`src/rtl/wavetable_pkg.sv`:
```
// Shared wavetable definitions: slot geometry, loader state encoding and the
// playback scale table.
package wavetable_pkg;

    localparam int POS_W            = 13;
    localparam int SEL_W            = 2;
    localparam int DATA_W           = 16;
    localparam int ADDR_W           = SEL_W + POS_W;
    localparam int SAMPLES_PER_WAVE = 8192;

    // Amplitude scale steps applied by the playback side (255 = unity).
    localparam logic [7:0] SCALE_TABLE [0:7] = '{
        8'd255, 8'd180, 8'd128, 8'd90, 8'd64, 8'd45, 8'd32, 8'd23
    };

    typedef enum logic [2:0] {
        ST_IDLE,
        ST_GET_LO,
        ST_GET_HI,
        ST_WRITE,
        ST_WAIT_DONE,
        ST_FINISH
    } loader_state_t;

endpackage

```
`src/rtl/loader_done_timer.sv`:
```
// Watchdog for the dpram_ctrl handshake: counts cycles spent waiting for
// mem_done and flags expiry on the last permitted waiting cycle.
module loader_done_timer #(
    parameter int TIMEOUT = 255
) (
    input  logic clk_50,
    input  logic daclrck,
    input  logic clear,
    input  logic run,
    output logic expired
);

    localparam int CNT_W = $clog2(TIMEOUT + 1);

    logic [CNT_W-1:0] count_q;
    logic [CNT_W-1:0] count_d;

    // NOTE: every always_comb output gets a default first, so no path leaves it unassigned and no latch is inferred.
    always_comb begin
        count_d = count_q;
        if (clear) begin
            count_d = '0;
        end else if (run) begin
            count_d = count_q + 1'b1;
        end
    end

    // NOTE: flops use non-blocking assignments so every register samples its pre-edge value.
    always_ff @(posedge clk_50 or posedge daclrck) begin
        if (daclrck) begin
            count_q <= '0;
        end else begin
            count_q <= count_d;
        end
    end

    // With the count cleared on the write cycle, expiry lands on waiting cycle TIMEOUT.
    assign expired = run && !clear && (count_q == CNT_W'(TIMEOUT - 1));

endmodule

```
`src/rtl/wave_table_loader.sv`:
```
// Fills one wave slot of the dpram from a byte stream: byte pairs become
// {first, second} words written through the dpram_ctrl write port.
module wave_table_loader
    import wavetable_pkg::*;
#(
    parameter int DONE_TIMEOUT = 255
) (
    input  logic              clk_50,
    input  logic              daclrck,
    input  logic              start,
    input  logic              abort,
    input  logic [SEL_W-1:0]  wave_sel,
    input  logic [7:0]        byte_in,
    input  logic              byte_valid,
    output logic              byte_ready,
    output logic [ADDR_W-1:0] mem_addr,
    output logic [DATA_W-1:0] mem_din,
    output logic              mem_wr,
    input  logic              mem_done,
    output logic              busy,
    output logic              load_done,
    output logic              load_err,
    output logic [POS_W:0]    sample_count
);

    loader_state_t     state_q, state_d;
    logic [SEL_W-1:0]  slot_q, slot_d;
    logic [POS_W-1:0]  pos_q, pos_d;
    logic [DATA_W-1:0] din_q, din_d;
    logic [POS_W:0]    count_q, count_d;
    logic              err_q, err_d;

    logic timer_clear;
    logic timer_run;
    logic timer_expired;
    logic last_pos;

    assign timer_clear = (state_q == ST_WRITE);
    assign timer_run   = (state_q == ST_WAIT_DONE);
    assign last_pos    = (pos_q == POS_W'(SAMPLES_PER_WAVE - 1));

    loader_done_timer #(
        .TIMEOUT (DONE_TIMEOUT)
    ) u_done_timer (
        .clk_50  (clk_50),
        .daclrck (daclrck),
        .clear   (timer_clear),
        .run     (timer_run),
        .expired (timer_expired)
    );

    always_comb begin
        state_d = state_q;
        slot_d  = slot_q;
        pos_d   = pos_q;
        din_d   = din_q;
        count_d = count_q;
        err_d   = err_q;

        unique case (state_q)
            ST_IDLE: begin
                if (start) begin
                    slot_d  = wave_sel;
                    pos_d   = '0;
                    count_d = '0;
                    err_d   = 1'b0;
                    state_d = ST_GET_LO;
                end
            end
            ST_GET_LO: begin
                if (byte_valid) begin
                    din_d[DATA_W-1 -: 8] = byte_in;
                    state_d              = ST_GET_HI;
                end
            end
            ST_GET_HI: begin
                if (byte_valid) begin
                    din_d[7:0] = byte_in;
                    state_d    = ST_WRITE;
                end
            end
            ST_WRITE: begin
                state_d = ST_WAIT_DONE;
            end
            ST_WAIT_DONE: begin
                if (mem_done) begin
                    count_d = count_q + 1'b1;
                    if (last_pos) begin
                        state_d = ST_FINISH;
                    end else begin
                        pos_d   = pos_q + 1'b1;
                        state_d = ST_GET_LO;
                    end
                end else if (timer_expired) begin
                    err_d   = 1'b1;
                    state_d = ST_IDLE;
                end
            end
            ST_FINISH: begin
                state_d = ST_IDLE;
            end
            default: begin
                state_d = ST_IDLE;
            end
        endcase

        // Abort outranks a coincident mem_done: the word is not counted.
        if (abort && (state_q != ST_IDLE)) begin
            state_d = ST_IDLE;
            err_d   = 1'b1;
            pos_d   = pos_q;
            count_d = count_q;
        end
    end

    always_ff @(posedge clk_50 or posedge daclrck) begin
        if (daclrck) begin
            state_q <= ST_IDLE;
            slot_q  <= '0;
            pos_q   <= '0;
            din_q   <= '0;
            count_q <= '0;
            err_q   <= 1'b0;
        end else begin
            state_q <= state_d;
            slot_q  <= slot_d;
            pos_q   <= pos_d;
            din_q   <= din_d;
            count_q <= count_d;
            err_q   <= err_d;
        end
    end

    // Strobes decode straight from the state register so reset drops them at once.
    assign byte_ready   = (state_q == ST_GET_LO) || (state_q == ST_GET_HI);
    assign mem_wr       = (state_q == ST_WRITE);
    assign busy         = (state_q != ST_IDLE);
    assign load_done    = (state_q == ST_FINISH);
    assign load_err     = err_q;
    assign mem_addr     = {slot_q, pos_q};
    assign mem_din      = din_q;
    assign sample_count = count_q;

endmodule
```
`config.mk`:
```
export PLATFORM = sky130hd
export DESIGN_NAME = wave_table_loader
export DESIGN_NICKNAME = d
export VERILOG_FILES = /design/src/rtl/wavetable_pkg.sv /design/src/rtl/loader_done_timer.sv /design/src/rtl/wave_table_loader.sv
export SDC_FILE = /design/constraint.sdc
export NUM_CORES = 1
export LEC_CHECK = 0
export ABC_AREA = 1
export CAP_MARGIN = 15
export CELL_PAD_IN_SITES_DETAIL_PLACEMENT = 0
export CELL_PAD_IN_SITES_GLOBAL_PLACEMENT = 1
export CORE_ASPECT_RATIO = 1.25
export CORE_UTILIZATION = 35
export CTS_BUF_LIST = sky130_fd_sc_hd__clkbuf_4 sky130_fd_sc_hd__clkbuf_8
export CTS_CLUSTER_SIZE = 30
export DETAILED_ROUTE_END_ITERATION = 10
export PLACE_DENSITY = 0.78
export SYNTH_ARGS = -nofsm -noshare
export SYNTH_HDL_FRONTEND = slang
export SYNTH_SLANG_ARGS = --single-unit
```
`constraint.sdc`:
```
create_clock -name clk_50 -period 2.4 [get_ports clk_50]
set_input_delay 0.72 -clock clk_50 [delete_from_list [all_inputs] [get_ports clk_50]]
set_output_delay 0.72 -clock clk_50 [all_outputs]
set_load 0.01 [all_outputs]
```
==> metrics <==
die span in y 108 µm; Wirelength per Cell 12.3 µm; port bufs 65; DIE AREA 0.00936 mm²; CP delay by family, top buffers and inverters; count of final hold-check violations 0; Crit-path slowest cell clkdlybuf4s50_1; Post-Route WL 7.51 mm; Critical R2R Launch pos_q[0]; H-tree Lvls 3; Buf/Inv on CP 1; Antenna Violating Nets Remaining 0; CP Data Required Time 1680 ps; core footprint 0.00870 mm²; leakage 1.85 nW; average size of a mapped cell 7.60 µm²; area leader, netlist dfrtp_1; cells along the critical path nor3_2 > clkdlybuf4s50_1; Largest stage delay, worst path 570 ps; Pins Over Slew Limit 0; Synth top area share 45.4%; count of cell types in the netlist 28; hold path endpoint mem_din[15]; largest net degree at the start of global routing 40; crit path launch type flop; initial antenna violation count 0; clock root cell clkbuf_8; most frequent cells after synthesis nand2_1, dfrtp_1, inv_1; max-cap viol count 0; placed cells 596; worst min path class flop to flop; slew at the pin closest to its max-slew limit 509 ps; TritonCTS Buffers 9; peak supply drop 0.000492 V; reg2reg path depth 8; worst min-delay path startpoint mem_din[15]; first-pass GRT wire length 12.8 mm; Total Routing Usage GR 17.8%; most common cell in the netlist nand2_1; TNS Setup 0 ps; share of post-route cells with drive strength above 1 9.33%; Bufs on Longest Clock Path 2; fmax 0.434 GHz; Hold Crit Depth 2; top post-synthesis cells by area dfrtp_1, nand2_1, inv_1; unrepaired setup endpoints after global routing no; non-filler cells in the finished layout 613; worst r2r dst pos_q[9]; clk slew on worst S/H paths 60 ps; Yosys reg bits 57; CTS Hold Bufs 0; nets@finish 508; asr flop ratio synth 100%; vias 2906; Main synth FF type dfrtp_1; TritonCTS clock tree done; DP HPWL 5.39 mm; sequential area share after synthesis 45.4%; Post-Synthesis Net Count 433; Clk Latency, worst-skew pair 340 ps; Post-Syn Area 0.00314 mm²; flop-to-flop setup slack 490 ps; Die Width 86.7 µm; initial DRC count 149; Post-Synthesis Cells 413; Pre-Repair DR Iteration Count 4; # DRC 0; status finished clean; FP Rows 38; vias in the first global route 2780; vias per inst 4.74; CP Capture Type output pin; global route total overflow 0; Initial Util 36.1%; Clock Skew 8.20 ps; Crit Path Class flop to output pin; CTS sink cnt 57; Syn. warnings 0; # setup viols final 0; I/O pins 66; minimum clock period 2310 ps; EDFF count, synth 0; WP data arrival 1590 ps; diode count 0; pwr dens 845 mW/mm²; period utilization 96.1%; crit path max fanout 6; RD Place Congestion 0.763; max_slew headroom 66.0%; area grow syn2layout 31.4%
==> stage by stage <==
step	hold WS, ps	worst slack [ps]	utilization (%)	instance area (µm²)	total power, mW
2_1_floorplan	480	280	-	3140	2.04
3_3_place_gp	467	244	45.0	3920	2.56
3_5_place_dp	478	182	45.0	3920	2.58
4_1_cts	489	39.1	47.4	4120	3.53
5_1_grt	513	29.7	47.4	4130	3.74
6_report	485	94.5	47.4	4130	3.49
==> layout make-up <==
class / count / area (µm²)
inverter: 53 / 201
fill: 888 / 4580
sequential: 57 / 1430
timing repair buffer: 71 / 693
tap: 120 / 150
clock buffer: 13 / 160
clock inverter: 3 / 40.0
multi-input combinational: 296 / 1450
==> worst reg2reg max path, cell delays in order, from the launching register on <==
cell	delay, ps
dfrtp_1	480
ha_1	300
nand2_2	100
nor2_4	150
nand2_1	90
nor2_1	120
nand2_1	90
nand2_4	260
o21ai_0	180
==> timing repair <==
item	4_1_cts	5_1_grt
gates cloned	0	0
buffers inserted	1	0
setup endpoints to repair	3	1
endpoints found under the hold margin	0	0
gates resized for setup	2	1
==> layer usage <==
layer | vias up | wire length (µm) | global-route usage, %
li1 | 1489 | - | -
met1 | 1339 | 3430 | 22.2
met2 | 69 | 3560 | 28.7
met3 | 9 | 404 | 5.44
met4 | 0 | 117 | 6.67
met5 | - | 0 | 0
==> how the worst max path moves through the flow <==
stage / endpoint / cells past startpoint / startpoint / slack (ps)
5_1_grt: busy / 4 / state_q[0] / 30
3_3_place_gp: pos_q[4] / 8 / abort / 240
3_5_place_dp: pos_q[12] / 5 / mem_done / 180
2_1_floorplan: load_err / 1 / daclrck / 280
4_1_cts: load_done / 2 / state_q[1] / 40
6_report: load_done / 2 / state_q[1] / 90
==> cells in the final DEF (no fill, tap or decap) <==
master / instances
a21oi_1: 5
buf_4: 6
bufinv_16: 1
clkbuf_4: 3
clkbuf_8: 10
clkdlybuf4s50_1: 63
clkinv_2: 2
dfrtp_1: 57
dlygate4sd2_1: 2
ha_1: 4
inv_1: 49
inv_2: 3
inv_4: 1
nand2_1: 126
nand2_2: 3
nand2_4: 3
nand3_1: 37
nand3_4: 1
nand3b_1: 3
nand4_1: 20
nand4_4: 1
nor2_1: 36
nor2_4: 3
nor3_1: 1
nor3_2: 1
o21ai_0: 36
o21ai_1: 4
o21ai_2: 7
o21bai_1: 2
o22ai_1: 1
or2_2: 1
xor2_1: 1
==> logic make-up after synthesis <==
group                    Yosys count  synth area share, %
AND/OR/NAND/NOR                  236                 34.5
buffers and inverters             60                 8.45
flip-flops                        57                 45.4
AO/OA/AOI/OAI                     55                 9.80
adder cells (fa/ha/maj)            4                 1.59
XOR/XNOR                           1                0.279
==> power by group <==
group,internal (mW),total (mW),switching (mW)
sequential,1.15,1.29,0.136
combinational,0.552,1.27,0.719
clock,0.540,0.931,0.391
==> state kept, by name (all words and copies together), names as in the netlist <==
signal,cells
pos_q,13
slot_q,2
mem_din,16
u_done_timer.count_q,8
sample_count,14
state_q,3
load_err,1
Power figures use the tool's default switching activity.
